## src/rtl/stg_id_hs_pkg.sv

```systemverilog
// Opcode map, per-opcode class flags and the decode-stage occupancy states.
package stg_id_hs_pkg;

    typedef enum logic [1:0] {
        ST_EMPTY,
        ST_ONE,
        ST_TWO
    } st_t;

    // What an opcode uses. legal=0 leaves every other flag 0.
    typedef struct packed {
        logic legal;
        logic sgn;
        logic imm;
        logic br;
        logic immsr;
        logic tgt_we;
        logic has_tgt;
        logic tgt_sr;
        logic src_gp;
        logic src_sr;
    } cls_t;

    localparam logic [31:0] OP_NOP    = 32'h00;
    localparam logic [31:0] OP_ADD    = 32'h01;
    localparam logic [31:0] OP_ADDU   = 32'h02;
    localparam logic [31:0] OP_SUB    = 32'h03;
    localparam logic [31:0] OP_AND    = 32'h04;
    localparam logic [31:0] OP_OR     = 32'h05;
    localparam logic [31:0] OP_XOR    = 32'h06;
    localparam logic [31:0] OP_MOV    = 32'h07;
    localparam logic [31:0] OP_IADD   = 32'h10;
    localparam logic [31:0] OP_IADDIU = 32'h11;
    localparam logic [31:0] OP_ISUB   = 32'h12;
    localparam logic [31:0] OP_CMP    = 32'h20;
    localparam logic [31:0] OP_LD     = 32'h21;
    localparam logic [31:0] OP_ST     = 32'h22;
    localparam logic [31:0] OP_JCC    = 32'h30;
    localparam logic [31:0] OP_SRJCCU = 32'h31;
    localparam logic [31:0] OP_SRMOVU = 32'h40;
    localparam logic [31:0] OP_MOVSRU = 32'h41;

    function automatic cls_t op_class(input logic [31:0] op);
        cls_t c;
        c = '0;
        c.legal = 1'b1;
        case (op)
            OP_NOP: ;
            OP_ADD, OP_SUB: begin
                c.sgn = 1'b1; c.tgt_we = 1'b1; c.has_tgt = 1'b1; c.src_gp = 1'b1;
            end
            OP_ADDU, OP_AND, OP_OR, OP_XOR, OP_MOV, OP_LD: begin
                c.tgt_we = 1'b1; c.has_tgt = 1'b1; c.src_gp = 1'b1;
            end
            OP_IADD, OP_ISUB: begin
                c.sgn = 1'b1; c.imm = 1'b1; c.tgt_we = 1'b1; c.has_tgt = 1'b1;
            end
            OP_IADDIU: begin
                c.imm = 1'b1; c.tgt_we = 1'b1; c.has_tgt = 1'b1;
            end
            // CMP and ST name a GP target that is read, never written.
            OP_CMP: begin
                c.sgn = 1'b1; c.has_tgt = 1'b1; c.src_gp = 1'b1;
            end
            OP_ST: begin
                c.has_tgt = 1'b1; c.src_gp = 1'b1;
            end
            OP_JCC: begin
                c.br = 1'b1; c.imm = 1'b1; c.sgn = 1'b1;
            end
            OP_SRJCCU: begin
                c.br = 1'b1; c.immsr = 1'b1; c.src_sr = 1'b1;
            end
            OP_SRMOVU: begin
                c.tgt_sr = 1'b1; c.src_gp = 1'b1;
            end
            OP_MOVSRU: begin
                c.tgt_we = 1'b1; c.has_tgt = 1'b1; c.src_sr = 1'b1;
            end
            default: c = '0;
        endcase
        return c;
    endfunction

endpackage

```

## src/rtl/stg_id_hs_decode.sv

```systemverilog
// Purpose: pure combinational instruction decode (id_decode_comb), fields zeroed unless the class uses them.
// Latency: 0 cycles.
// Backpressure: none; consumed by the stage register write path.
module stg_id_hs_decode
    import stg_id_hs_pkg::*;
#(
    parameter int DATA_W  = 24,
    parameter int OPC_W   = 8,
    parameter int GP_W    = 4,
    parameter int SR_W    = 2,
    parameter int CC_W    = 4,
    parameter int IMM_W   = 12,
    parameter int IMMSR_W = 10
) (
    input  logic [DATA_W-1:0]  instr,
    output logic [OPC_W-1:0]   opc,
    output logic               sgn_en,
    output logic               imm_en,
    output logic [IMM_W-1:0]   imm_val,
    output logic [IMMSR_W-1:0] immsr_val,
    output logic [CC_W-1:0]    cc,
    output logic [GP_W-1:0]    tgt_gp,
    output logic               tgt_gp_we,
    output logic [SR_W-1:0]    tgt_sr,
    output logic               tgt_sr_we,
    output logic [GP_W-1:0]    src_gp,
    output logic [SR_W-1:0]    src_sr,
    output logic               illegal
);
    localparam int T = DATA_W - OPC_W - 1;

    if ((OPC_W + GP_W + IMM_W > DATA_W) || (OPC_W + CC_W + SR_W + IMMSR_W > DATA_W)
        || (OPC_W > 32)) begin : g_bad_fields
        $error("stg_id_hs: instruction fields do not fit in DATA_W");
    end

    cls_t cls;

    assign opc = instr[DATA_W-1 -: OPC_W];
    assign cls = op_class(32'(opc));

    assign illegal   = ~cls.legal;
    assign sgn_en    = cls.sgn;
    assign imm_en    = cls.imm;
    assign imm_val   = cls.imm     ? instr[IMM_W-1:0]      : '0;
    assign immsr_val = cls.immsr   ? instr[IMMSR_W-1:0]    : '0;
    assign cc        = cls.br      ? instr[T -: CC_W]      : '0;
    assign tgt_gp    = cls.has_tgt ? instr[T -: GP_W]      : '0;
    assign tgt_gp_we = cls.tgt_we;
    assign tgt_sr    = cls.tgt_sr  ? instr[T -: SR_W]      : '0;
    assign tgt_sr_we = cls.tgt_sr;
    assign src_gp    = cls.src_gp  ? instr[T-GP_W -: GP_W] : '0;
    assign src_sr    = cls.src_sr  ? instr[T-CC_W -: SR_W] : '0;

endmodule

```

## src/rtl/stg_id_hs.sv

```systemverilog
// Purpose: instruction-decode stage between IF and EX with valid/ready handshake and optional skid entry.
// Latency: 1 cycle, 1 instruction/cycle throughput.
// Backpressure: SKID_EN=1 ready is registered (low only when both entries full); SKID_EN=0 ready = !ow_valid | iw_ready.
module stg_id_hs
    import stg_id_hs_pkg::*;
#(
    parameter int ADDR_W  = 24,
    parameter int DATA_W  = 24,
    parameter int OPC_W   = 8,
    parameter int GP_W    = 4,
    parameter int SR_W    = 2,
    parameter int CC_W    = 4,
    parameter int IMM_W   = 12,
    parameter int IMMSR_W = 10,
    parameter int SKID_EN = 1
) (
    input  logic               iw_clk,
    input  logic               iw_rst,
    input  logic               iw_valid,
    output logic               ow_ready,
    input  logic [ADDR_W-1:0]  iw_pc,
    input  logic [DATA_W-1:0]  iw_instr,
    input  logic               iw_flush,
    output logic               ow_valid,
    input  logic               iw_ready,
    output logic [ADDR_W-1:0]  ow_pc,
    output logic [DATA_W-1:0]  ow_instr,
    output logic [OPC_W-1:0]   ow_opc,
    output logic               ow_sgn_en,
    output logic               ow_imm_en,
    output logic [IMM_W-1:0]   ow_imm_val,
    output logic [IMMSR_W-1:0] ow_immsr_val,
    output logic [CC_W-1:0]    ow_cc,
    output logic [GP_W-1:0]    ow_tgt_gp,
    output logic               ow_tgt_gp_we,
    output logic [SR_W-1:0]    ow_tgt_sr,
    output logic               ow_tgt_sr_we,
    output logic [GP_W-1:0]    ow_src_gp,
    output logic [SR_W-1:0]    ow_src_sr,
    output logic               ow_illegal
);
    localparam int BW = ADDR_W + DATA_W + OPC_W + 2 + IMM_W + IMMSR_W + CC_W
                      + GP_W + 1 + SR_W + 1 + GP_W + SR_W + 1;

    logic [OPC_W-1:0]   d_opc;
    logic               d_sgn_en, d_imm_en, d_tgt_gp_we, d_tgt_sr_we, d_illegal;
    logic [IMM_W-1:0]   d_imm_val;
    logic [IMMSR_W-1:0] d_immsr_val;
    logic [CC_W-1:0]    d_cc;
    logic [GP_W-1:0]    d_tgt_gp, d_src_gp;
    logic [SR_W-1:0]    d_tgt_sr, d_src_sr;

    logic [BW-1:0] dec_bdl, main_q, main_d, skid_q, skid_d;
    st_t           state_q, state_d;
    logic          accept, pop;

    stg_id_hs_decode #(
        .DATA_W (DATA_W),
        .OPC_W  (OPC_W),
        .GP_W   (GP_W),
        .SR_W   (SR_W),
        .CC_W   (CC_W),
        .IMM_W  (IMM_W),
        .IMMSR_W(IMMSR_W)
    ) u_dec (
        .instr    (iw_instr),
        .opc      (d_opc),
        .sgn_en   (d_sgn_en),
        .imm_en   (d_imm_en),
        .imm_val  (d_imm_val),
        .immsr_val(d_immsr_val),
        .cc       (d_cc),
        .tgt_gp   (d_tgt_gp),
        .tgt_gp_we(d_tgt_gp_we),
        .tgt_sr   (d_tgt_sr),
        .tgt_sr_we(d_tgt_sr_we),
        .src_gp   (d_src_gp),
        .src_sr   (d_src_sr),
        .illegal  (d_illegal)
    );

    assign dec_bdl = {iw_pc, iw_instr, d_opc, d_sgn_en, d_imm_en, d_imm_val, d_immsr_val,
                      d_cc, d_tgt_gp, d_tgt_gp_we, d_tgt_sr, d_tgt_sr_we, d_src_gp,
                      d_src_sr, d_illegal};

    assign {ow_pc, ow_instr, ow_opc, ow_sgn_en, ow_imm_en, ow_imm_val, ow_immsr_val,
            ow_cc, ow_tgt_gp, ow_tgt_gp_we, ow_tgt_sr, ow_tgt_sr_we, ow_src_gp,
            ow_src_sr, ow_illegal} = main_q;

    assign ow_valid = (state_q != ST_EMPTY);
    assign ow_ready = (SKID_EN != 0) ? (state_q != ST_TWO) : (~ow_valid | iw_ready);
    assign accept   = iw_valid & ow_ready;
    assign pop      = ow_valid & iw_ready;

    always_comb begin
        state_d = state_q;
        main_d  = main_q;
        skid_d  = skid_q;
        case (state_q)
            ST_EMPTY: begin
                if (accept) begin
                    state_d = ST_ONE;
                    main_d  = dec_bdl;
                end
            end
            ST_ONE: begin
                if (pop && accept) begin
                    main_d = dec_bdl;
                end else if (pop) begin
                    state_d = ST_EMPTY;
                    main_d  = '0;
                end else if (accept && (SKID_EN != 0)) begin
                    state_d = ST_TWO;
                    skid_d  = dec_bdl;
                end
            end
            ST_TWO: begin
                if (pop) begin
                    state_d = ST_ONE;
                    main_d  = skid_q;
                    skid_d  = '0;
                end
            end
            default: begin
                state_d = ST_EMPTY;
                main_d  = '0;
                skid_d  = '0;
            end
        endcase
        // Flush also drops whatever IF presents this cycle.
        if (iw_flush) begin
            state_d = ST_EMPTY;
            main_d  = '0;
            skid_d  = '0;
        end
    end

    always_ff @(posedge iw_clk or posedge iw_rst) begin
        if (iw_rst) begin
            state_q <= ST_EMPTY;
            main_q  <= '0;
            skid_q  <= '0;
        end else begin
            state_q <= state_d;
            main_q  <= main_d;
            skid_q  <= skid_d;
        end
    end

endmodule

```

## config.mk

```make
export PLATFORM = sky130hd
export DESIGN_NAME = stg_id_hs
export DESIGN_NICKNAME = d
export VERILOG_FILES = /design/src/rtl/stg_id_hs_pkg.sv /design/src/rtl/stg_id_hs_decode.sv /design/src/rtl/stg_id_hs.sv
export SDC_FILE = /design/constraint.sdc
export NUM_CORES = 1
export LEC_CHECK = 0
export ABC_CLOCK_PERIOD_IN_PS = 5900
export BUFFER_PORTS_ARGS = -buffer_cell sky130_fd_sc_hd__clkbuf_2
export CAP_MARGIN = 5
export CORE_ASPECT_RATIO = 0.8
export CORE_MARGIN = 4
export CORE_UTILIZATION = 55
export CTS_CLUSTER_DIAMETER = 60
export DETAILED_ROUTE_END_ITERATION = 7
export MAX_ROUTING_LAYER = met4
export PLACE_DENSITY = 0.91
export SKIP_LAST_GASP = 1
export SYNTH_ARGS = -nofsm -noshare
export SYNTH_HDL_FRONTEND = slang
export SYNTH_SLANG_ARGS = --single-unit
```

## constraint.sdc

```tcl
create_clock -name iw_clk -period 5.9 [get_ports iw_clk]
set_clock_uncertainty 0.2 [all_clocks]
set_input_delay 0.295 -clock iw_clk [delete_from_list [all_inputs] [get_ports iw_clk]]
set_output_delay 0.295 -clock iw_clk [all_outputs]
set_load 0.01 [all_outputs]
```

======== Word-level counts from Yosys, hierarchy flattened ========
Index checks and enable logic that the tools add are counted.
storage, ports and cells
  register bits ........................... 200
  bits of input ports ..................... 53
  output and inout port bits .............. 101
  word-level logic and storage cells ...... 83
operators by class
  equal/unequal tests ..................... 28
  muxes and demuxes ....................... 34
  bitwise logic cells ..................... 3
  reduce and logical (&&, ||, !) cells .... 15
operators with widths
  kind                count
  $mux 99             8
  $pmux 99 s3         2
  $eq 8x6->1 const B  5
  $eq 8x3->1 const B  4
  $eq 8x5->1 const B  3
  $reduce_or 18->1    1
  $eq 8x2->1 const B  2
  $eq 8x7->1 const B  2
  $mux 2              8
  $ne 3x3->1 const B  5
  $reduce_or 14->1    1
  $mux 12             1
  $mux 4              3
  $reduce_or 12->1    1
  $reduce_or 11->1    1
  $mux 1              10
  $mux 10             1
  $eq 8x1->1 const B  1
  $logic_not 8->1     1
  $ne 4x4->1 const B  2
  $pmux 2 s3          1
  $reduce_or 6->1     1
  $reduce_and 5->1    1
  $ne 2x2->1 const B  2
  11 further kinds    13

======== Depth between registers and ports, before layout ========
  depth in word-level cells ............... 9
  mapped depth ............................ 7
  mapped depth without buffers ............ 5

======== Hierarchy ========
From an unflattened synthesis, not the netlist that was laid out.
second synthesis, totals
  cell total of the unflattened synthesis .. 872
  area total of the unflattened synthesis .. 9449.1 um^2
modules (own cells, without submodules)
  module            instances  cells each  area an instance (um^2)  sequential area each (um^2)
  stg_id_hs         1          786         8882.3                   5004.8
  stg_id_hs_decode  1          86          566.8                    0.0

======== Worst setup path after synthesis ========
Ideal clock, no wire load.
  kind .................................... input to register
  start ................................... input port iw_instr[18]
  end ..................................... register skid_q[3]
  setup time .............................. 0.122 ns
  arrival ................................. 1.512 ns
  required time ........................... 5.578 ns
  path slack .............................. 4.066 ns
  stages .................................. 5
  path buffers ............................ 1
  cells stage by stage .................... buf_6 or4_1 o211a_1 or2_4 a32o_1
between the ends
  word-level cells in the longest chain between the ends .. 9
  elaborated cells on any way between the ends .. 19
  those cells by class .................... eq/ne (11); mux (7); reduce/logical (1)
RTL lines
  element                                RTL line                RTL
  start, declared                        stg_id_hs.sv:22         input logic [DATA_W-1:0] iw_instr,
  $eq 8x1->1 (tied with other cells)     stg_id_hs_pkg.sv:47     case (op)
  $reduce_or 11->1 (no source line) (*)  n/a
  $mux 1 (*)                             stg_id_hs_pkg.sv:47
  $mux 4 (*)                             stg_id_hs_decode.sv:52  assign src_gp = cls.src_gp ? instr[T-GP_W -: GP_W] : '0;
  $mux 99 (*)                            stg_id_hs.sv:112        end else if (accept && (SKID_EN != 0)) begin
  $mux 99 (*)                            stg_id_hs.sv:109        end else if (pop) begin
  $mux 99 (*)                            stg_id_hs.sv:107        if (pop && accept) begin
  $pmux 99 s3 (*)                        stg_id_hs.sv:99         case (state_q)
  $mux 99 (*)                            stg_id_hs.sv:131        if (iw_flush) begin
  end signal, assigned                   stg_id_hs.sv:146        skid_q <= skid_d;
  end, declared                          stg_id_hs.sv:53         logic [BW-1:0] dec_bdl, main_q, main_d, skid_q, skid_d;
Mark *: on every way between the ends. The rest lies on a longest branch, timed or not. The select of a mux whose other input is x is not followed.
A chain may end at the register's enable or synchronous reset.

======== Worst setup path after layout ========
  start ................................... register state_q[1]
  end ..................................... output port ow_ready
between the ends
  word-level cells in the longest chain between the ends .. 1
RTL lines
  element                 RTL line          RTL
  start, declared         stg_id_hs.sv:54   st_t state_q, state_d;
  start signal, assigned  stg_id_hs.sv:144  state_q <= state_d;
  $ne 2x2->1              stg_id_hs.sv:91   assign ow_ready = (SKID_EN != 0) ? (state_q != ST_TWO) : (~ow_valid | iw_ready);
  end, declared           stg_id_hs.sv:20   output logic ow_ready,
Every way passes these cells.

==> flow_summary.ini <==
[die]
row_count = 38
chipHeight_um = 115
core_mm2 = 0.0138
fp.dieW_um = 142
die_area_mm2 = 0.0164
io_pins = 154
start_util_pct = 57.1

[clock_tree]
cts_sinks = 184
cts_buffer_depth = 2
numCtsBuffers = 17
clock_latency_ps = 440
cts_tree = done
cts-htree-levels = 4
clk_pin_slew_ps = 60
post_cts_buffers = 0
clock_tree.root_cell = clkbuf_16

[worst_setup_path]
ff2ff_path_depth = 4
reg2reg_to = main_q[90]
crit_type = reg -> out
crit_required_ps = 5410
crit_family = buffers and inverters
critical_path.startpoint = state_q[1]
ff2ff_setup_slack_ps = 3080
cp.arrival_ps = 2670
max_stage_delay_ps = 750
r2r-start = state_q[0]
slowest_stage = nor2b_4
cp-end-kind = output port
start_kind = flip-flop
cp_cell_sequence = nor2b_4 -> buf_4 -> inv_1 -> clkbuf_2
worstPathMaxFanout = 36
crit_buf_inv = 3

[drt]
routed_wl_um = 21700
drcViolationCount = 0
vias_per_cell = 6.68
drt_iter0_drc = 938
drt_first_pass_iters = 6
vias = 6546
post_drt_wl_per_cell_um = 22.2
detail-route-antenna-nets = 0

[grt]
grt_usage_pct = 27.8
grt_max_degree = 103
antenna_found_initial = 0
grt_pass1_vias = 6574
grt-ovfl-total = 0
grt_pass1_wl_um = 34800

[yosys]
synthCells = 648
yosys.area.top_type = dfrtp_1
syn_area_mm2 = 0.00790
ys.flop_type = dfrtp_1
synth_top_area_share_pct = 58.3
synthesis.nets = 701
synth_edf_count = 0
async_reset_ff_share_pct = 100
ys.warnings.count = 0
synth.avg_cell_area_um2 = 12.2
yosysSeqAreaShare_pct = 58.3
synth_seq_cells = 184
synth.area.top_cells = dfrtp_1 58%, a22o_1 8.0%, o2bb2ai_1 7.3%, a22oi_1 4.7%, buf_2 2.5%
synth_cell_types = 56

[sta]
slew_headroom_pct = 20.2
max_clock_freq_mhz = 316
rsz0062_at_grt = false
hold_viol_final = 0
worstMarginPinSlew_ps = 1190
period_share_pct = 53.6
fin_crit_ps = 3160
setup_viol = 0
setup_ws_ps = 2740
timing.final.max_slew_violations = 0
tns_ps = 0

[cells_and_area]
layout_commonest_cell = dfrtp_1
multi_input_area_mm2 = 0.00284
n_antenna_cell = 0
final-seq-area_mm2 = 0.00460
layout_common_cells = 184 x dfrtp_1, 153 x clkbuf_2, 72 x a22o_1, 66 x o2bb2ai_1, 50 x a22oi_1
area_delta_synth_final_pct = 20.8
drive_gt1_share_pct = 26.0
final_area_mm2 = 0.00954
final_nets = 840
fill_cells = 924

[job]
timing.max_cap.violations = 0

[place]
place.port_buffers = 153
place_ws_ps = 3120
place.gp.congestion = 0.860
dp_hpwl_um = 13300
place_area_mm2 = 0.00861

[worst_hold_path]
hp-start = iw_ready
hold_end = state_q[1]
holdCritPathClass = in -> reg
holdPathStages = 2

[status]
status = finished, final reports clean

[pwr]
peakVddDrop_mv = 0.235
cellPowerDensity_mw_per_mm2 = 288
p_leak_uw = 0.00455
timing repair:
item / CTS / global route
hold endpoints to repair: 150 / 0
hold buffers: 35 / 0
gates resized for setup: 0 / 0
cell type report:
type | count | area share, %
Clock inverter | 11 | 1.15
Multi-Input combinational cell | 357 | 29.7
Inverter | 31 | 1.27
Tap cell | 180 | 2.36
Clock buffer | 21 | 4.93
Timing Repair Buffer | 196 | 12.3
Sequential cell | 184 | 48.2
registers in the layout, indices dropped and copies added, names as in the netlist:
register,count
state_q,2
main_q,91
skid_q,91
cell usage after synthesis, drive strengths merged (2+ instances only):
| cell type | number |
|---|---|
| a21oi | 3 |
| nand3b | 3 |
| clkbuf | 20 |
| a22o | 72 |
| nand3 | 4 |
| and4 | 2 |
| or2 | 3 |
| and2 | 3 |
| nor2b | 2 |
| nand2 | 40 |
| nor3 | 3 |
| a32o | 16 |
| o221ai | 19 |
| o2bb2ai | 66 |
| a21o | 2 |
| a22oi | 50 |
| a41o | 4 |
| nor4b | 4 |
| o31ai | 6 |
| o211a | 3 |
| dfrtp | 184 |
| mux2i | 3 |
| buf | 56 |
| o21ai | 4 |
| nor2 | 9 |
| o2111ai | 2 |
| a211oi | 2 |
| a32oi | 16 |
| inv | 31 |
where the power goes:
part / internal, uW / switching, uW
clock: 624 / 506
sequential: 1300 / 29.4
combinational: 99.7 / 192
total: 2020 / 728
kinds of logic after synthesis:
group | Yosys count | synth area share, %
flops | 184 | 58.3
compound gates | 273 | 29.5
xor+xnor | 1 | 0.111
mux | 3 | 0.538
buf+inv | 107 | 6.46
simple gates | 80 | 5.15
metrics by stage:
| step | cells | utilization, % | hold slack [ps] | power, uW |
|---|---|---|---|---|
| after floorplan | 648 | - | 228 | 1510 |
| after global placement | 913 | 62.3 | 261 | 1600 |
| after detailed placement | 913 | 62.3 | 273 | 1620 |
| after CTS | 980 | 69.0 | 0.664 | 2750 |
| after global routing | 980 | 69.0 | 11.0 | 2830 |
| final | 980 | 69.0 | 12.3 | 2750 |
how the worst max path moves through the flow:
stage                      end  slack (ps)  depth (start not counted)
floorplan            main_q[0]         400                          1
global placement    main_q[16]        3240                          6
detailed placement  main_q[63]        3120                          6
CTS                   ow_ready        2770                          4
global route          ow_ready        2600                          4
finish                ow_ready        2740                          4
per-layer routing:
layer	vias up	global-route usage, %	share of wire, %
li1	2797	-	-
met1	3312	37.8	42
met2	398	41.5	47
met3	39	6.94	9.0
met4	0	9.34	1.9
met5	-	-	0
Note: power is estimated with default switching activity, not from simulation.
